## src/rtl/prism_comm_pkg.sv

```systemverilog
// Shared types and constants for the PRISM COMM byte front end.
//   shift_state_e : shifter FSM states (ST_IDLE, ST_ACTIVE)
//   FIFO_DEPTH    : default entry count of the TX/RX byte FIFOs
//   BYTE_W        : width of one queued byte
package prism_comm_pkg;

    typedef enum logic {
        ST_IDLE,
        ST_ACTIVE
    } shift_state_e;

    localparam int unsigned FIFO_DEPTH = 4;
    localparam int unsigned BYTE_W     = 8;

endpackage

```

## src/rtl/prism_byte_fifo.sv

```systemverilog
// Synchronous byte FIFO with first-word fall-through read data.
//   clk, rst_n  : clock, asynchronous active-low reset
//   push, wdata : write strobe and byte; accepted when not full, or when a pop frees a slot
//   pop         : discards the head entry; ignored when empty
//   flush       : synchronous clear, overrides push and pop
//   rdata       : head entry, 0 when empty
//   level       : entry count; full/empty status
//   drop        : one-cycle indication that a push was rejected because the FIFO was full
module prism_byte_fifo
    import prism_comm_pkg::*;
#(
    parameter int unsigned DEPTH = FIFO_DEPTH,
    parameter int unsigned LVL_W = $clog2(DEPTH + 1)
) (
    input  logic              clk,
    input  logic              rst_n,
    input  logic              push,
    input  logic              pop,
    input  logic              flush,
    input  logic [BYTE_W-1:0] wdata,
    output logic [BYTE_W-1:0] rdata,
    output logic [LVL_W-1:0]  level,
    output logic              full,
    output logic              empty,
    output logic              drop
);

    localparam int unsigned PTR_W = $clog2(DEPTH);

    logic [BYTE_W-1:0] mem_q [DEPTH];
    logic [PTR_W-1:0]  wptr_q;
    logic [PTR_W-1:0]  rptr_q;
    logic [LVL_W-1:0]  level_q;
    logic              do_push;
    logic              do_pop;

    assign full  = (level_q == LVL_W'(DEPTH));
    assign empty = (level_q == '0);
    assign level = level_q;

    // A pop in the same cycle frees the slot, so a push into a full FIFO still lands.
    assign do_pop  = pop && !empty && !flush;
    assign do_push = push && !flush && (!full || do_pop);
    assign drop    = push && !flush && full && !do_pop;

    assign rdata = empty ? '0 : mem_q[rptr_q];

    always_ff @(posedge clk or negedge rst_n) begin
        if (!rst_n) begin
            wptr_q  <= '0;
            rptr_q  <= '0;
            level_q <= '0;
        end else if (flush) begin
            wptr_q  <= '0;
            rptr_q  <= '0;
            level_q <= '0;
        end else begin
            if (do_push) wptr_q <= wptr_q + PTR_W'(1);
            if (do_pop)  rptr_q <= rptr_q + PTR_W'(1);
            if (do_push && !do_pop) begin
                level_q <= level_q + LVL_W'(1);
            end else if (!do_push && do_pop) begin
                level_q <= level_q - LVL_W'(1);
            end
        end
    end

    always_ff @(posedge clk) begin
        if (do_push) mem_q[wptr_q] <= wdata;
    end

endmodule

```

## src/rtl/prism_comm_fifo.sv

```systemverilog
// PRISM COMM serial front end: TX byte queue -> bit shifter -> RX byte queue.
//   clk, rst_n            : clock, asynchronous active-low reset
//   tx_wdata, tx_push     : CPU transmit byte and queue strobe
//   rx_pop, rx_rdata      : CPU receive pop strobe and head byte (fall-through, 0 when empty)
//   tx_/rx_level/full/empty : queue status
//   flush, flag_clr       : clear queues+shifter / clear sticky flags
//   tx_ovf, rx_ovf, shift_unf : sticky error flags
//   shift_pulse, shift_dir, comm_in : PRISM shift strobe, bit order, serial input bit
//   bit_out, busy, byte_done : transmit bit, shifter active, one-cycle byte completion pulse
module prism_comm_fifo
    import prism_comm_pkg::*;
#(
    parameter int unsigned DEPTH = FIFO_DEPTH,
    parameter int unsigned LVL_W = $clog2(DEPTH + 1)
) (
    input  logic              clk,
    input  logic              rst_n,
    input  logic [BYTE_W-1:0] tx_wdata,
    input  logic              tx_push,
    input  logic              rx_pop,
    output logic [BYTE_W-1:0] rx_rdata,
    output logic [LVL_W-1:0]  tx_level,
    output logic [LVL_W-1:0]  rx_level,
    output logic              tx_full,
    output logic              tx_empty,
    output logic              rx_full,
    output logic              rx_empty,
    input  logic              flush,
    input  logic              flag_clr,
    output logic              tx_ovf,
    output logic              rx_ovf,
    output logic              shift_unf,
    input  logic              shift_pulse,
    input  logic              shift_dir,
    input  logic              comm_in,
    output logic              bit_out,
    output logic              busy,
    output logic              byte_done
);

    shift_state_e      state_q;
    logic [BYTE_W-1:0] sreg_q;
    logic [2:0]        bcnt_q;
    logic              byte_done_q;
    logic              tx_ovf_q;
    logic              rx_ovf_q;
    logic              shift_unf_q;

    logic [BYTE_W-1:0] tx_rdata;
    logic [BYTE_W-1:0] sreg_shifted;
    logic              shifting;
    logic              last_bit;
    logic              tx_pop;
    logic              rx_push;
    logic              tx_drop;
    logic              rx_drop;
    logic              unf_evt;

    assign sreg_shifted = shift_dir ? {comm_in, sreg_q[BYTE_W-1:1]}
                                    : {sreg_q[BYTE_W-2:0], comm_in};
    assign shifting = (state_q == ST_ACTIVE) && shift_pulse;
    assign last_bit = shifting && (bcnt_q == 3'd7);
    // Load from TX when idle, or back-to-back on the completing edge.
    assign tx_pop   = !flush && !tx_empty && ((state_q == ST_IDLE) || last_bit);
    assign rx_push  = !flush && last_bit;
    assign unf_evt  = shift_pulse && (state_q == ST_IDLE);

    prism_byte_fifo #(
        .DEPTH (DEPTH),
        .LVL_W (LVL_W)
    ) u_tx_fifo (
        .clk   (clk),
        .rst_n (rst_n),
        .push  (tx_push),
        .pop   (tx_pop),
        .flush (flush),
        .wdata (tx_wdata),
        .rdata (tx_rdata),
        .level (tx_level),
        .full  (tx_full),
        .empty (tx_empty),
        .drop  (tx_drop)
    );

    prism_byte_fifo #(
        .DEPTH (DEPTH),
        .LVL_W (LVL_W)
    ) u_rx_fifo (
        .clk   (clk),
        .rst_n (rst_n),
        .push  (rx_push),
        .pop   (rx_pop),
        .flush (flush),
        .wdata (sreg_shifted),
        .rdata (rx_rdata),
        .level (rx_level),
        .full  (rx_full),
        .empty (rx_empty),
        .drop  (rx_drop)
    );

    always_ff @(posedge clk or negedge rst_n) begin
        if (!rst_n) begin
            state_q     <= ST_IDLE;
            sreg_q      <= '0;
            bcnt_q      <= '0;
            byte_done_q <= 1'b0;
        end else if (flush) begin
            state_q     <= ST_IDLE;
            sreg_q      <= '0;
            bcnt_q      <= '0;
            byte_done_q <= 1'b0;
        end else begin
            byte_done_q <= rx_push;
            if (tx_pop) begin
                state_q <= ST_ACTIVE;
                sreg_q  <= tx_rdata;
                bcnt_q  <= '0;
            end else if (last_bit) begin
                state_q <= ST_IDLE;
                sreg_q  <= sreg_shifted;
                bcnt_q  <= '0;
            end else if (shifting) begin
                sreg_q <= sreg_shifted;
                bcnt_q <= bcnt_q + 3'd1;
            end
        end
    end

    // A new error in the same cycle as flag_clr keeps the flag set.
    always_ff @(posedge clk or negedge rst_n) begin
        if (!rst_n) begin
            tx_ovf_q    <= 1'b0;
            rx_ovf_q    <= 1'b0;
            shift_unf_q <= 1'b0;
        end else begin
            tx_ovf_q    <= (tx_ovf_q & ~flag_clr) | tx_drop;
            rx_ovf_q    <= (rx_ovf_q & ~flag_clr) | rx_drop;
            shift_unf_q <= (shift_unf_q & ~flag_clr) | unf_evt;
        end
    end

    assign bit_out   = shift_dir ? sreg_q[0] : sreg_q[BYTE_W-1];
    assign busy      = (state_q == ST_ACTIVE);
    assign byte_done = byte_done_q;
    assign tx_ovf    = tx_ovf_q;
    assign rx_ovf    = rx_ovf_q;
    assign shift_unf = shift_unf_q;

endmodule

```

## config.mk

```make
export PLATFORM = sky130hd
export DESIGN_NAME = prism_comm_fifo
export DESIGN_NICKNAME = d
export VERILOG_FILES = /design/src/rtl/prism_comm_pkg.sv /design/src/rtl/prism_byte_fifo.sv /design/src/rtl/prism_comm_fifo.sv
export SDC_FILE = /design/constraint.sdc
export NUM_CORES = 1
export LEC_CHECK = 0
export BUFFER_PORTS_ARGS = -buffer_cell sky130_fd_sc_hd__buf_2
export CAP_MARGIN = 20
export CORE_MARGIN = 1.5
export CORE_UTILIZATION = 45
export CTS_CLUSTER_SIZE = 16
export DETAILED_ROUTE_END_ITERATION = 8
export GPL_TIMING_DRIVEN = 1
export PLACE_DENSITY = 0.72
export SLEW_MARGIN = 20
export SYNTH_ARGS = -nofsm -noshare
export SYNTH_HDL_FRONTEND = slang
export SYNTH_HIERARCHICAL = 1
export SYNTH_SLANG_ARGS = --single-unit
```

## constraint.sdc

```tcl
create_clock -name clk -period 3.4 [get_ports clk]
set_input_delay 1.02 -clock clk [delete_from_list [all_inputs] [get_ports clk]]
set_output_delay 1.02 -clock clk [all_outputs]
set_load 0.005 [all_outputs]
```

==> impl_metrics.ini, run 1 <==
[critical_path]
worstReg2RegEnd = u_tx_fifo/level[2]
endpoint = rx_rdata[1]
startpoint_type = register
critPathMaxFanout = 10
crit_path_end_kind = output port
worstRegToRegCells = 10
worstPathArrival_ns = 1.98
crit_start = u_rx_fifo/rptr_q[0]
r2r_start = u_tx_fifo/level[0]
critPathKind = reg2out
r2r_slack_ns = 0.70
crit_required_ns = 2.38

[clocking]
cts_tree = built
htreeDepth = 3
cts_buffers = 9
ctsHoldBuffers = 0
root_buffer = clkbuf_8
cts_buffer_depth = 2
ctsResizeCount = 0
cts.reportedPaths.clkPinSlew_ns = 0.10
post_cts_buffers = 0
clk_latency_ns = 0.36
cts_sinks = 94

[yosys]
synth_top_cell_by_area = edfxtp_1
synth_cells = 296
synth_common_cells = edfxtp_1, dfrtp_1, nor2_1
ys_seq_elements = 94
synth_nets = 325
synth_warnings = 6
netlist.area_leader.share = 0.433
yosysMostFrequentCell = edfxtp_1
syn_area_per_cell_um2 = 15.0
synth_edf_count = 64
seq_area_frac_synth = 0.602
synth-async-reset-ratio = 0.319
synth_area_leaders = edfxtp_1, dfrtp_1, mux4_2
ys.flop_type = edfxtp_1
syn-cell-area_um2 = 4440
synth_cell_types = 44

[route]
routed-via-count = 2457
dr.pass1.iters = 4
drt-initial-drc-count = 134
route.detailed.drc = 0
wire_per_inst_um = 15.4
viasPerCell = 5.17
ant_nets = 0
drt-total-wl_um = 7320

[global_routing]
grt_usage = 0.149
antenna_found_initial = 0
grt_max_degree = 31
grt_pass1_vias = 2365
grt_pass1_wl_um = 11700
overflow = 0

[placed_design]
dpl.hpwl_um = 5040
portBuffers = 40
dp.cells = 459
place_area_um2 = 4760
globalplace.congestion = 0.798

[timing]
rsz0062_at_grt = no
fmax_ghz = 0.334
slew_headroom = 0.535
finClkSkew_ns = 0.0107
worstMarginPinSlew_ns = 0.697
finalSetupViolations = 0
slew_viol_final = 0
fin_crit_sh = 0.881
hold_viol_final = 0
period_needed_ns = 3.00
setup_tns_ns = 0

[finish]
drive_gt1_frac = 0.319
fin_nets = 366
seq_area_um2 = 2670
multi_input_area_um2 = 1620
diodes = 0
fill_cells = 825
syn_to_final_growth_pct = 11.8
finalNonFillerCells = 475
final_area_um2 = 4970

[power_and_ir_drop]
power_density_nw_per_um2 = 649
p_leak_uw = 0.00195
peakVddDrop_v = 0.000328

[floorplan]
coreArea_um2 = 9680
rows = 36
pin_count = 41
die_w_um = 102
die_area_um2 = 10500
start_util = 0.459
die_y_um = 102

[worst_hold_path]
worstHoldPathType = reg2reg

[job]
drv_cap = 0

[run_status]
status = completed
layout make-up:
class                           instances  share of cell area
Sequential cell                        94               0.538
Clock inverter                          7              0.0161
Inverter                               13             0.00982
Tap cell                              133              0.0335
Timing Repair Buffer                   47              0.0509
Multi-Input combinational cell        172               0.327
Clock buffer                            9              0.0249
registers in the layout, indices dropped and copies added, names as in the netlist:
| signal | flops |
|---|---|
| u_rx_fifo/mem_q | 32 |
| u_rx_fifo/wptr_q | 2 |
| u_tx_fifo/wptr_q | 2 |
| tx_ovf | 1 |
| u_rx_fifo/level | 3 |
| u_tx_fifo/rptr_q | 2 |
| u_tx_fifo/level | 3 |
| u_tx_fifo/mem_q | 32 |
| u_rx_fifo/rptr_q | 2 |
| sreg_q | 8 |
| rx_ovf | 1 |
| busy | 1 |
| byte_done | 1 |
| bcnt_q | 3 |
| shift_unf | 1 |
worst min-delay path by stage:
stage / start / end / slack, ns / depth (start not counted)
floorplan: tx_ovf / tx_ovf / 0.47 / 1
finish: tx_ovf / tx_ovf / 0.48 / 1
detailed placement: tx_ovf / tx_ovf / 0.46 / 1
global route: rx_ovf / rx_ovf / 0.50 / 1
global placement: tx_ovf / tx_ovf / 0.46 / 1
CTS: tx_ovf / tx_ovf / 0.49 / 1
metal layers:
layer	up-vias	wire length, µm	part of all wire	global-route usage
met4	0	54	0.0074	0.0516
met5	-	0	0	0
met3	4	241	0.033	0.0383
met2	35	3750	0.51	0.247
li1	1193	-	-	-
met1	1225	3280	0.45	0.193
critical path, cell delays in order (launching register included):
cell	delay, ns
dfrtp_1	0.75
mux4_2	0.59
and2b_1	0.16
buf_2	0.12
power breakdown:
part / switching, µW / internal (µW)
logic: 453 / 499
registers: 154 / 1360
clock network: 407 / 351
total: 1010 / 2210
kinds of logic after synthesis:
logic type                 Yosys count  share of synthesized area
DFF                                 94                      0.602
and+or+nand+nor                     79                      0.117
AOI/OAI and AO/OA                   42                     0.0760
muxes                               33                      0.124
buffers and inverters               30                     0.0329
adders and majority gates           12                     0.0372
xor gates and xnor gates             6                     0.0118
per-stage QoR:
step	setup WS (ns)	total power, µW	utilization	hold WS (ns)
6_report	0.404	3220	0.513	0.479
5_1_grt	0.265	3430	0.513	0.502
4_1_cts	0.360	3260	0.513	0.485
3_5_place_dp	0.394	2500	0.492	0.463
3_3_place_gp	0.455	2470	0.492	0.457
2_1_floorplan	0.236	2220	-	0.474
cells in the final DEF (no fill, tap or decap), drive strengths merged, types with 3 or more instances in the layout:
master / synthesis / layout
and2b: 14 / 14
nor2: 21 / 21
xor2: 4 / 4
and2: 11 / 11
mux2: 16 / 16
nor3: 6 / 6
or3: 10 / 10
ha: 10 / 10
clkinv: 0 / 3
o21a: 3 / 3
dfrtp: 30 / 30
clkbuf: 7 / 9
nor3b: 3 / 3
edfxtp: 64 / 64
a32o: 8 / 8
mux4: 16 / 16
a21oi: 4 / 4
inv: 13 / 16
buf: 10 / 47
o21bai: 10 / 10
Note: power is estimated with default switching activity, not from simulation.
==> run 2, diff against run 1 <==
- MAX_ROUTING_LAYER: unset -> met4
==> run 2 against run 1 <==
Against the previous run:
- combinational power barely moved
- sequential power hardly changed
- non-clock buffer count unchanged
- final cell count unchanged
- utilization unchanged
- fmax up 0.11%
- largest cell class unchanged
- largest power group unchanged
==> impl_metrics.ini, run 2 (synthesized netlist as in run 1, its figures left out) <==
[finish]
fin_nets = 366
syn_to_final_growth_pct = 11.8
layout_common_cells = edfxtp_1, buf_2, dfrtp_1, nor2_1
fill_cells = 825
drive_gt1_frac = 0.319
top_regs = u_rx_fifo/mem_q: 32 flops, u_tx_fifo/mem_q: 32 flops, sreg_q: 8 flops
final_common_cell = edfxtp_1
diodes = 0

[worst_hold_path]
worstHoldPathType = reg2reg

[critical_path]
cpPeakStageDelay_ns = 0.75
crit_required_ns = 2.38
crit_path_end_kind = output port
critPathKind = reg2out
critPathSlowestCell = dfrtp_1
critPathMaxFanout = 10
worstPathArrival_ns = 1.97
path_buf_inv = 1
path_delay_family = flip-flops
r2r_slack_ns = 0.69
startpoint_type = register
path_cells = mux4_2, and2b_1, buf_2

[clocking]
clk_latency_ns = 0.36
cts_buffer_depth = 2
ctsResizeCount = 0
cts_buffers = 9
cts_tree = built
htreeDepth = 3
cts_sinks = 94
cts.reportedPaths.clkPinSlew_ns = 0.10
ctsHoldBuffers = 0
root_buffer = clkbuf_8
post_cts_buffers = 0

[timing]
fin_crit_sh = 0.880
finalSetupViolations = 0
fin_ws_ns = 0.407
worstMarginPinSlew_ns = 0.693
slew_headroom = 0.538
period_needed_ns = 2.99
slew_viol_final = 0
finClkSkew_ns = 0.0131
rsz0062_at_grt = no
hold_viol_final = 0
setup_tns_ns = 0
fmax_ghz = 0.334

[placed_design]
portBuffers = 40
globalplace.congestion = 0.809
dp_slack_ns = 0.394
dpl.hpwl_um = 5040

[floorplan]
die_y_um = 102
start_util = 0.459
coreArea_um2 = 9680
rows = 36
die_w_um = 102
pin_count = 41
die_area_um2 = 10500

[route]
drt-total-wl_um = 7310
routed-via-count = 2475
drt-initial-drc-count = 123
viasPerCell = 5.21
dr.pass1.iters = 4
wire_per_inst_um = 15.4
ant_nets = 0
route.detailed.drc = 0

[global_routing]
grt_usage = 0.154
antenna_found_initial = 0
grt_pass1_vias = 2362
grt_pass1_wl_um = 11700
overflow = 0
grt_max_degree = 31

[power_and_ir_drop]
peakVddDrop_v = 0.000328
power_density_nw_per_um2 = 649
p_leak_uw = 0.00195

[run_status]
status = completed

[job]
drv_cap = 0
## run 2: power by group
part	internal (µW)	leakage (µW)	switching [µW]
clock	351	0.000104	407
combinational	499	0.000850	451
sequential	1360	0.000993	154
## run 2: layout make-up
class | count | area [µm²] | area share
sequential | 94 | 2670 | 0.538
multi-input combinational | 172 | 1620 | 0.327
timing repair buffer | 47 | 253 | 0.0509
tap | 133 | 166 | 0.0335
clock buffer | 9 | 124 | 0.0249
clock inverter | 7 | 80.1 | 0.0161
inverter | 13 | 48.8 | 0.00982
## run 2: metal layers
layer  global-route usage  part of all wire
met1                0.193              0.45
met2                0.247              0.51
met3               0.0308             0.031
met4               0.0580             0.011
met5                    -                 0
## run 2: through the flow
stage / utilization / hold WS [ns] / cell area, µm² / instances / power [µW]
floorplan: - / 0.474 / 4440 / 296 / 2220
global placement: 0.492 / 0.457 / 4760 / 459 / 2470
detailed placement: 0.492 / 0.463 / 4760 / 459 / 2500
CTS: 0.513 / 0.485 / 4970 / 475 / 3260
global route: 0.513 / 0.502 / 4970 / 475 / 3430
finish: 0.513 / 0.480 / 4970 / 475 / 3220
## run 2: path summary, 6_finish.rpt
kind | startpoint | to | depth (start not counted)
min | tx_ovf | tx_ovf | 1
min reg2reg | tx_ovf | tx_ovf | 1
max reg2reg | u_tx_fifo/level[0] | u_tx_fifo/level[2] | 10
max | u_rx_fifo/rptr_q[0] | rx_rdata[1] | 3
min in group asynchronous | rst_n | u_tx_fifo/level[0] | 1
max in group asynchronous | rst_n | sreg_q[3] | 1
==> run 3, diff against run 2 <==
- CORE_UTILIZATION: 45 -> 50
- PLACE_DENSITY: 0.72 -> 0.78
==> run 3 against run 2 <==
Against the previous run:
- utilization rose by 5.2 points
- routed wire length fell by 1.0%
- fmax rose by 0.42%
- hold slack got worse by 0.0022 ns
- critical path depth did not move
- power fell by 3.7%
- global-route usage rose by 1.7 points
- largest power group unchanged
- highest routed layer unchanged
==> impl_metrics.ini, run 3 (synthesized netlist as in run 1, its figures left out) <==
[run_status]
status = completed

[power_and_ir_drop]
peakVddDrop_v = 0.000309
p_leak_uw = 0.00193
power_density_nw_per_um2 = 633

[route]
drt-initial-drc-count = 161
viasPerCell = 5.50
ant_nets = 0
route.detailed.drc = 0
dr.pass1.iters = 4
wire_per_inst_um = 16.1
drt-total-wl_um = 7240
routed-via-count = 2476

[timing]
fmax_ghz = 0.336
rsz0062_at_grt = no
finClkSkew_ns = 0.0109
fin_crit_sh = 0.877
hold_slack_ns = 0.478
slew_headroom = 0.542
finalSetupViolations = 0
worstMarginPinSlew_ns = 0.687
hold_viol_final = 0
setup_tns_ns = 0
slew_viol_final = 0
period_needed_ns = 2.98

[critical_path]
r2r_slack_ns = 0.63
worstPathArrival_ns = 1.96
crit_start = u_rx_fifo/rptr_q[0]
startpoint_type = register
worstReg2RegEnd = u_tx_fifo/level[2]
critPathKind = reg2out
critPathMaxFanout = 10
path_cells = mux4_2, and2b_1, buf_2
r2r_start = u_tx_fifo/level[0]
crit_required_ns = 2.38
endpoint = rx_rdata[0]
worstRegToRegCells = 10
crit_path_end_kind = output port
critPathSlowestCell = dfrtp_1
cpPeakStageDelay_ns = 0.73

[clocking]
cts_sinks = 94
cts_buffer_depth = 2
clk_latency_ns = 0.36
cts.reportedPaths.clkPinSlew_ns = 0.09
cts_tree = built
htreeDepth = 3
root_buffer = clkbuf_8
post_cts_buffers = 0
ctsHoldBuffers = 0
ctsResizeCount = 0
cts_buffers = 9

[floorplan]
die_y_um = 97.3
start_util = 0.512
rows = 34
die_w_um = 97.3
coreArea_um2 = 8680
die_area_um2 = 9460
pin_count = 41

[worst_hold_path]
worstHoldPathType = reg2reg

[placed_design]
globalplace.congestion = 0.731
dp.cells = 434
portBuffers = 40
place_area_um2 = 4730
dpl.hpwl_um = 5040

[finish]
final_common_cell = edfxtp_1
layout_common_cells = edfxtp_1, buf_2, dfrtp_1, nor2_1
fin_nets = 366
syn_to_final_growth_pct = 10.3
multi_input_area_um2 = 1620
final_util = 0.565
top_regs = u_rx_fifo/mem_q: 32 flops, u_tx_fifo/mem_q: 32 flops, sreg_q: 8 flops
finalNonFillerCells = 450
fill_cells = 735
seq_area_um2 = 2670
drive_gt1_frac = 0.316
diodes = 0
final_area_um2 = 4900

[global_routing]
antenna_found_initial = 0
overflow = 0
grt_pass1_vias = 2479
grt_usage = 0.170
grt_pass1_wl_um = 12300
grt_max_degree = 31

[job]
drv_cap = 0
[run 3: cell types whose count changed in the layout (fill, tap and decap cells not counted), sizes merged]
| cell | previous run | this run |
|---|---|---|
| bufinv | 1 | 0 |
| clkbuf | 9 | 10 |
| clkinv | 3 | 4 |
| clkinvlp | 0 | 1 |
| inv | 16 | 14 |
[run 3: worst min-delay path by stage]
stage,from,to,slack [ns],cells after the start
after global routing,rx_ovf,rx_ovf,0.52,1
after detailed placement,rx_ovf,rx_ovf,0.46,1
after global placement,tx_ovf,tx_ovf,0.46,1
after floorplan,tx_ovf,tx_ovf,0.47,1
after CTS,rx_ovf,rx_ovf,0.48,1
final,rx_ovf,rx_ovf,0.48,1
[run 3: per-stage QoR]
stage | worst slack, ns | total power, µW
after floorplan | 0.236 | 2220
after global placement | 0.433 | 2460
after detailed placement | 0.333 | 2490
after CTS | 0.362 | 3130
after global routing | 0.289 | 3290
final | 0.420 | 3100
[run 3: routing by layer]
layer | vias to the layer above | GRT usage | wire length [µm]
li1 | 1188 | - | -
met1 | 1237 | 0.227 | 3240
met2 | 43 | 0.269 | 3690
met3 | 8 | 0.0252 | 197
met4 | 0 | 0.0626 | 106
met5 | - | - | 0
[run 3: final cells by class]
type / instances / area share
flip-flops and latches: 94 / 0.545
multi-input cells: 172 / 0.331
repair buffers: 47 / 0.0516
well taps: 108 / 0.0276
clock buffers: 10 / 0.0260
inverters: 13 / 0.00996
clock inverters: 6 / 0.00792
[run 3: critical path: cells and delay by family, from the launching register on]
kind,cells,cell delay [ns]
and+or+nand+nor,1,0.16
DFF,1,0.73
muxes,1,0.59
buffers and inverters,1,0.12
[run 3: where the power goes]
group	total, µW	internal, µW	leakage (µW)	switching, µW
logic	949	500	0.000850	449
clock network	645	265	0.0000841	380
registers	1510	1360	0.000993	149
total	3100	2120	0.00193	979
